[config.mk]
export PLATFORM = sky130hd
export DESIGN_NAME = ascii_hex_entry
export DESIGN_NICKNAME = d
export VERILOG_FILES = /design/src/rtl/ascii_entry_pkg.sv /design/src/rtl/ascii_hex_classify.sv /design/src/rtl/ascii_hex_entry.sv
export SDC_FILE = /design/constraint.sdc
export NUM_CORES = 1
export LEC_CHECK = 0
export CAP_MARGIN = 20
export CORE_MARGIN = 3
export CORE_UTILIZATION = 40
export DETAILED_ROUTE_END_ITERATION = 10
export PLACE_DENSITY_LB_ADDON = 0.2
export SLEW_MARGIN = 15
export SYNTH_ARGS = -nofsm -noshare
export SYNTH_HDL_FRONTEND = slang
export SYNTH_SLANG_ARGS = --single-unit
[constraint.sdc]
create_clock -name clk -period 3 [get_ports clk]
set_input_delay 0.6 -clock clk [delete_from_list [all_inputs] [get_ports clk]]
set_output_delay 0.6 -clock clk [all_outputs]
set_load 0.02 [all_outputs]
[src/rtl/ascii_entry_pkg.sv]
// Shared constants and encodings for the ASCII hex-entry block.
package ascii_entry_pkg;

    // Control characters recognised by the entry logic
    localparam logic [7:0] ASC_BS  = 8'h08;
    localparam logic [7:0] ASC_CR  = 8'h0D;
    localparam logic [7:0] ASC_ESC = 8'h1B;

    // Edit-buffer occupancy: empty, partially filled, full
    typedef enum logic [1:0] {
        ST_EMPTY = 2'd0,
        ST_ENTRY = 2'd1,
        ST_FULL  = 2'd2
    } entry_state_e;

    // Meaning of an incoming byte
    typedef enum logic [2:0] {
        KC_NONE = 3'd0,
        KC_HEX  = 3'd1,
        KC_BS   = 3'd2,
        KC_ENT  = 3'd3,
        KC_ESC  = 3'd4
    } key_class_e;

    // Low nibble of a letter 'a'-'f' / 'A'-'F' is 1..6; add 9 for 10..15
    function automatic logic [3:0] letter_nibble(input logic [7:0] c);
        return c[3:0] + 4'd9;
    endfunction

endpackage

[src/rtl/ascii_hex_classify.sv]
// Combinational decoder: ASCII byte -> key class plus hex nibble value.
module ascii_hex_classify
    import ascii_entry_pkg::*;
(
    input  logic [7:0]  ascii_data,
    output key_class_e  key_class,
    output logic [3:0]  nibble
);

    // Range checks for hex digits first, then the three control characters
    always_comb begin
        key_class = KC_NONE;
        nibble    = 4'h0;
        if (ascii_data >= 8'h30 && ascii_data <= 8'h39) begin
            key_class = KC_HEX;
            nibble    = ascii_data[3:0];
        end else if ((ascii_data >= 8'h61 && ascii_data <= 8'h66) ||
                     (ascii_data >= 8'h41 && ascii_data <= 8'h46)) begin
            key_class = KC_HEX;
            nibble    = letter_nibble(ascii_data);
        end else begin
            case (ascii_data)
                ASC_BS:  key_class = KC_BS;
                ASC_CR:  key_class = KC_ENT;
                ASC_ESC: key_class = KC_ESC;
                default: key_class = KC_NONE;
            endcase
        end
    end

endmodule

[src/rtl/ascii_hex_entry.sv]
// Hex number entry from an ASCII key stream, with backspace / escape / enter.
// Optional repeat filter enabled by defining ASCII_ENTRY_REPEAT_FILTER_EN.
module ascii_hex_entry
    import ascii_entry_pkg::*;
#(
    parameter int unsigned DIGITS         = 4,
    parameter int unsigned HOLDOFF_CYCLES = 5000000,
    localparam int unsigned W             = 4 * DIGITS,
    localparam int unsigned CW            = $clog2(DIGITS + 1)
) (
    input  logic          clk,
    input  logic          rst,
    input  logic [7:0]    ascii_data,
    input  logic          ascii_data_stb,
    output logic [W-1:0]  disp_num,
    output logic [CW-1:0] digit_count,
    output logic [W-1:0]  committed_num,
    output logic          commit_stb,
    output logic          err_stb
);

    if (DIGITS < 1) begin : g_bad_digits
        $error("DIGITS must be >= 1");
    end
    if (HOLDOFF_CYCLES < 1) begin : g_bad_holdoff
        $error("HOLDOFF_CYCLES must be >= 1");
    end

    key_class_e   key_class;
    logic [3:0]   nibble;
    logic         key_pass;
    logic         key_stb;

    entry_state_e state_q, state_d;
    logic [W-1:0] edit_q, edit_d;
    logic [CW-1:0] count_q, count_d;
    logic [W-1:0] committed_q, committed_d;
    logic         commit_stb_q, commit_stb_d;
    logic         err_stb_q, err_stb_d;

    ascii_hex_classify u_classify (
        .ascii_data (ascii_data),
        .key_class  (key_class),
        .nibble     (nibble)
    );

`ifdef ASCII_ENTRY_REPEAT_FILTER_EN
    localparam int unsigned HW = $clog2(HOLDOFF_CYCLES + 1);

    logic [7:0]    last_byte_q, last_byte_d;
    logic [HW-1:0] hold_q, hold_d;

    // hold_q counts edges since the last accepted strobe (1 on the edge after it)
    assign key_pass = (ascii_data != last_byte_q) || (hold_q >= HW'(HOLDOFF_CYCLES));

    // Repeat-filter next state: reload on accept, otherwise saturating count
    always_comb begin
        last_byte_d = last_byte_q;
        hold_d      = hold_q;
        if (ascii_data_stb && key_pass) begin
            last_byte_d = ascii_data;
            hold_d      = HW'(1);
        end else if (hold_q < HW'(HOLDOFF_CYCLES)) begin
            hold_d = hold_q + HW'(1);
        end
    end

    // Repeat-filter registers; reset leaves the window already expired
    always_ff @(posedge clk or posedge rst) begin
        if (rst) begin
            last_byte_q <= 8'h00;
            hold_q      <= HW'(HOLDOFF_CYCLES);
        end else begin
            last_byte_q <= last_byte_d;
            hold_q      <= hold_d;
        end
    end
`else
    assign key_pass = 1'b1;
`endif

    assign key_stb = ascii_data_stb && key_pass;

    // Entry FSM next state, buffer edits and pulse generation
    always_comb begin
        state_d      = state_q;
        edit_d       = edit_q;
        count_d      = count_q;
        committed_d  = committed_q;
        commit_stb_d = 1'b0;
        err_stb_d    = 1'b0;
        if (key_stb) begin
            unique case (key_class)
                KC_HEX: begin
                    if (state_q == ST_FULL) begin
                        err_stb_d = 1'b1;
                    end else begin
                        edit_d  = (edit_q << 4) | W'(nibble);
                        count_d = count_q + CW'(1);
                        state_d = (count_q == CW'(DIGITS - 1)) ? ST_FULL : ST_ENTRY;
                    end
                end
                KC_BS: begin
                    if (state_q == ST_EMPTY) begin
                        err_stb_d = 1'b1;
                    end else begin
                        edit_d  = edit_q >> 4;
                        count_d = count_q - CW'(1);
                        state_d = (count_q == CW'(1)) ? ST_EMPTY : ST_ENTRY;
                    end
                end
                KC_ENT: begin
                    committed_d  = edit_q;
                    commit_stb_d = 1'b1;
                    edit_d       = '0;
                    count_d      = '0;
                    state_d      = ST_EMPTY;
                end
                KC_ESC: begin
                    edit_d  = '0;
                    count_d = '0;
                    state_d = ST_EMPTY;
                end
                default: ;
            endcase
        end
    end

    // Entry state and output registers
    always_ff @(posedge clk or posedge rst) begin
        if (rst) begin
            state_q      <= ST_EMPTY;
            edit_q       <= '0;
            count_q      <= '0;
            committed_q  <= '0;
            commit_stb_q <= 1'b0;
            err_stb_q    <= 1'b0;
        end else begin
            state_q      <= state_d;
            edit_q       <= edit_d;
            count_q      <= count_d;
            committed_q  <= committed_d;
            commit_stb_q <= commit_stb_d;
            err_stb_q    <= err_stb_d;
        end
    end

    assign disp_num      = edit_q;
    assign digit_count   = count_q;
    assign committed_num = committed_q;
    assign commit_stb    = commit_stb_q;
    assign err_stb       = err_stb_q;

endmodule
Word level (Yosys, flattened, before mapping)
Cells that the tools add are included.
- add/sub/neg operators: 3
- magnitude comparators: 6
- equality and inequality tests: 12
- muxes and demuxes: 22
- bitwise logic cells: 1
- reduce and logical (&&, ||, !) cells: 9
- operators with widths (cell ; count):
    $pmux 16 s3 ; 1
    $mux 16 ; 2
    $pmux 3 s3 ; 2
    $eq 8x4->1 const B ; 2
    $ge 8x7->1 const B ; 2
    $le 8x7->1 const B ; 2
    $or 16x4->16 ; 1
    $mux 3 ; 4
    $eq 3x2->1 const B ; 3
    $eq 8x5->1 const B ; 1
    $ge 8x6->1 const B ; 1
    $le 8x6->1 const B ; 1
    $mux 4 ; 2
    $eq 3x1->1 const B ; 2
    $mux 1 ; 6
    $mux 2 ; 3
    $pmux 2 s3 ; 1
    $add 4x4->4 const B ; 1
    $ne 2x2->1 const B ; 2
    $reduce_and 4->1 ; 1
    $add 3x1->3 const B ; 1
    $eq 3x3->1 const B ; 1
    $logic_and 1x1->1 ; 3
    $reduce_bool 3->1 ; 1
    other kinds (7) ; 7
- flip-flop bits (word level): 39
- bits of input ports: 11
- output and inout bits: 37
- logic and storage cells: 59

Depth between registers and ports, before layout
- depth in word-level cells: 9
- depth in mapped cells: 8
- depth with buffers taken out: 7

Modules after synthesis
A second synthesis with hierarchy kept.
- cells, all modules: 190
- area, all modules: 2031.9 um2
- by module, submodules not included (module ; times used ; cells an instance ; area an instance (um2) ; sequential area each (um2)):
    ascii_hex_entry ; 1 ; 160 ; 1790.5 ; 975.9
    ascii_hex_classify ; 1 ; 30 ; 241.5 ; 0.0

Worst setup path before layout
No wires, ideal clock.
- path type: input to register
- start: input ascii_data[3]
- end: register count_q[0] (netlist: digit_count[0])
- library setup time: 0.128 ns
- data arrival time: 2.404 ns
- data required time: 2.872 ns
- slack: 0.469 ns
- stages on the path: 6
- path buffers: 1
- cell sequence: or4b_1 -> a311oi_2 -> nor2_1 -> a211oi_2 -> buf_4 -> mux2_1
- word-level cells in the longest chain between the ends: 9
- elaborated cells on any way between the ends: 26
- those cells by class: order compare: 6; eq/ne: 9; mux: 4; reduce/logical: 7
- ends and longest elaborated chain (item ; line ; text):
    start: declaration ; ascii_hex_entry.sv:13 ; input logic [7:0] ascii_data,
    $ge 8x7->1, or another cell as far along ; ascii_hex_classify.sv:17 ; end else if ((ascii_data >= 8'h61 && ascii_data <= 8'h66) ||
    $logic_and 1x1->1, on equally long branches ; ascii_hex_classify.sv:17, ascii_hex_classify.sv:18 ;
    $logic_or 1x1->1 ; ascii_hex_classify.sv:17 ;
    $mux 3 ; ascii_hex_classify.sv:17 ;
    $mux 3 * ; ascii_hex_classify.sv:14 ; if (ascii_data >= 8'h30 && ascii_data <= 8'h39) begin
    $eq 3x2->1 or $eq 3x3->1 (tied branches) ; ascii_hex_entry.sv:93 ; unique case (key_class)
    $reduce_or 2->1 (no source line) ; -- ;
    $reduce_bool 3->1 (no source line) ; -- ;
    $reduce_and 4->1 (no source line) ; -- ;
    end signal: assignment ; ascii_hex_entry.sv:141 ; count_q <= count_d;
    end: declaration ; ascii_hex_entry.sv:36 ; logic [CW-1:0] count_q, count_d;
Mark *: on every way between the ends. The rest lies on a longest branch, timed or not.
A chain may end at the register's enable or synchronous reset.

Final worst setup path
- start: input ascii_data[1]
- end: register edit_q[11] (netlist: disp_num[11])
- word-level cells in the longest chain between the ends: 9
- elaborated cells on any way between the ends: 26
- those cells by class: order compare: 6; eq/ne: 9; mux: 4; reduce/logical: 7
- ends and longest elaborated chain (item ; line ; text):
    $ge 8x7->1, or another cell as far along ; ascii_hex_classify.sv:17 ;
    $logic_and 1x1->1, on equally long branches ; ascii_hex_classify.sv:17, ascii_hex_classify.sv:18 ;
    $logic_or 1x1->1 ; ascii_hex_classify.sv:17 ;
    $mux 3 ; ascii_hex_classify.sv:17 ;
    $mux 3 * ; ascii_hex_classify.sv:14 ;
    $eq 3x2->1 or $eq 3x3->1 (tied branches) ; ascii_hex_entry.sv:93 ;
    $reduce_or 2->1 (no source line) ; -- ;
    $reduce_bool 3->1 (no source line) ; -- ;
    $reduce_and 4->1 (no source line) ; -- ;
    end signal: assignment ; ascii_hex_entry.sv:140 ; edit_q <= edit_d;
    end: declaration ; ascii_hex_entry.sv:35 ; logic [W-1:0] edit_q, edit_d;
Marked as above.

==> impl_metrics.env <==
export IMPL_arrival_ns=2.94
export IMPL_ir_drop_mv=0.353
export IMPL_cts_resized=0
export IMPL_route_vias_total=1560
export IMPL_h_tree_depth=2
export IMPL_grt_pass1_wl_um=8220
export IMPL_io_buffers=47
export IMPL_clockBufferDepth=2
export IMPL_root_buffer="clkbuf_8"
export IMPL_cp_startpoint="ascii_data[1]"
export IMPL_syn_avg_cell_area_um2=11.7
export IMPL_rows=25
export IMPL_regArea_um2=976
export IMPL_min_from="committed_num[13]"
export IMPL_power_density_nw_per_um2=669
export IMPL_nets=256
export IMPL_die_h_um=76.6
export IMPL_fin_ws_ns=0.236
export IMPL_p_leak_nw=1.26
export IMPL_finalSetupViolCount=0
export IMPL_synth_seq_cells=39
export IMPL_crit_path_start_kind="input pin"
export IMPL_core_region_area_um2=4750
export IMPL_synth_distinct_cells=37
export IMPL_dr_pass1_iters=4
export IMPL_status="complete, no violations"
export IMPL_maxClockFrequency_mhz=362
export IMPL_via_per_inst=5.11
export IMPL_grt_pass1_vias=1723
export IMPL_cts_reportedPaths_clkPinSlew_ns=0.07
export IMPL_drtIter0Drc=141
export IMPL_period_needed_ns=2.76
export IMPL_drc_errors=0
export IMPL_track_usage_pct=17.3
export IMPL_synth_warnings=0
export IMPL_r2r_start="state_q[1]"
export IMPL_syn_cell_area_um2=1990
export IMPL_post_cts_setup_buffer_count=0
export IMPL_cts_tree="done"
export IMPL_hp_class="reg -> reg"
export IMPL_syn_to_final_growth_pct=39.7
export IMPL_maxSlewViolCount=0
export IMPL_fp_dieArea_um2=5870
export IMPL_cts_buffers=5
export IMPL_ys_seq_area_share_pct=49.0
export IMPL_maxSlewHeadroom_pct=66.9
export IMPL_place_ws_ns=-0.0551
export IMPL_synth_edf_count=0
export IMPL_antenna_found_initial=0
export IMPL_netlist_instances=171
export IMPL_multi_input_area_um2=907
export IMPL_grt_overflow=0
export IMPL_ctsHoldBuffers=0
export IMPL_fin_worst_skew_ns=0.00194
export IMPL_layout_commonest_cell="clkdlybuf4s50_1"
export IMPL_worst_pin_slew_ns=0.497
export IMPL_routed_wl_um=4560
export IMPL_fp_dieW_um=76.6
export IMPL_end_kind="flip-flop"
export IMPL_critPathKind="in -> reg"
export IMPL_clock_latency_ns=0.29
export IMPL_nFillCells=423
export IMPL_drive_gt1_share_pct=21.8
export IMPL_grt_start_max_net_pins=40
export IMPL_diodes=0
export IMPL_avgRoutedWirePerCell_um=15.0
export IMPL_hpwl_um=3330
export IMPL_synthesis_nets=190
export IMPL_p_total_w=0.00186
export IMPL_maxCapViolCount=0
export IMPL_numClockSinks=39
export IMPL_synth_top_flop_cell="dfrtp_1"
export IMPL_finalHoldViolCount=0
export IMPL_cp_max_fo=10
export IMPL_worstPathRequired_ns=3.18
export IMPL_min_period_over_period_pct=92.1
export IMPL_initial_core_util_pct=41.9
export IMPL_routabilityCongestion=0.798
export IMPL_ios=48
export IMPL_layout_cells_most_common_list="clkdlybuf4s50_1, dfrtp_1, inv_1, buf_4, mux2_2"
export IMPL_ys_async_sr_fraction_pct=100
export IMPL_antenna_left=0
export IMPL_rsz0062_at_grt="no"
==> final cells by class <==
| class | count | area share (%) |
|---|---|---|
| sequential | 39 | 35.1 |
| multi-input combinational | 106 | 32.6 |
| timing repair buffer | 66 | 22.0 |
| tap | 67 | 3.01 |
| clock buffer | 6 | 2.61 |
| inverter | 19 | 2.56 |
| clock inverter | 2 | 2.16 |
==> worst max-delay path: stages <==
cell and delay [ns]:
clkdlybuf4s50_1 0.48, inv_1 0.08, ha_1 0.22, nor3b_1 0.26, a311oi_2 0.11, o311a_1 0.35
a211oi_2 0.25, buf_4 0.24, mux2_2 0.36
==> routing by layer <==
layer / global-route usage [%] / vias to the layer above / wire [um]
met1: 22.5 / 779 / 2070
met4: 5.43 / 0 / 33
met2: 27.8 / 39 / 2280
met5: 0 / - / 0
met3: 5.32 / 4 / 183
li1: - / 738 / -
==> cell families (layout without fill, tap and decap cells) <==
logic type,Yosys count,count (layout),share of synthesized area [%]
DFF,39,39,49.0
adders and majority gates,8,8,5.02
muxes,35,35,19.3
and+or+nand+nor,31,31,8.35
buffers and inverters,26,93,5.52
AOI/OAI and AO/OA,32,32,12.9
==> through the flow <==
| step | setup TNS (ns) | area (um2) | std cells | hold slack [ns] | utilization, % |
|---|---|---|---|---|---|
| after CTS | 0 | 2780 | 305 | 0.515 | 58.6 |
| after detailed placement | -0.247 | 2650 | 297 | 0.495 | 55.8 |
| after global routing | 0 | 2780 | 305 | 0.536 | 58.6 |
| after global placement | 0 | 2650 | 297 | 0.489 | 55.8 |
| after floorplan | 0 | 1990 | 171 | 0.477 | - |
| final | 0 | 2780 | 305 | 0.510 | 58.6 |
==> state kept, by name (all words and copies together), names as in the netlist <==
| name | count |
|---|---|
| commit_stb | 1 |
| committed_num | 16 |
| err_stb | 1 |
| digit_count | 3 |
| disp_num | 16 |
| state_q | 2 |
==> power breakdown <==
group | total, W | internal (W) | switching [W]
Combinational | 0.000619 | 0.000304 | 0.000315
Sequential | 0.000731 | 0.000629 | 0.000101
Clock | 0.000512 | 0.000332 | 0.000180
Total | 0.00186 | 0.00127 | 0.000596
==> Yosys cell counts (2+ instances only) <==
master	count	area (um2)
o22ai_1	4	25.0
o2bb2ai_1	2	17.5
dfrtp_1	39	976
clkbuf_1	3	11.3
o31ai_1	4	30.0
nand2_1	16	60.1
a311oi_2	2	30.0
a21oi_1	4	20.0
a211oi_2	2	25.0
nor2_1	4	15.0
ha_1	8	100
nor3_2	2	20.0
inv_1	19	71.3
nand2b_1	2	12.5
mux2_2	17	191
o21ai_0	4	20.0
mux2_1	10	113
mux2i_1	8	80.1
buf_4	3	22.5
==> path summary, 6_finish.rpt <==
check                                          to  slack [ns]  depth (start not counted)
worst max-delay path                 disp_num[11]        0.24                          9
worst min-delay path            committed_num[13]        0.51                          1
worst max register to register       disp_num[11]        1.25                          5
worst min register to register  committed_num[13]        0.51                          1
max in group asynchronous        committed_num[0]        1.93                          3
min in group asynchronous              commit_stb        0.72                          3
Power figures use the tool's default switching activity.
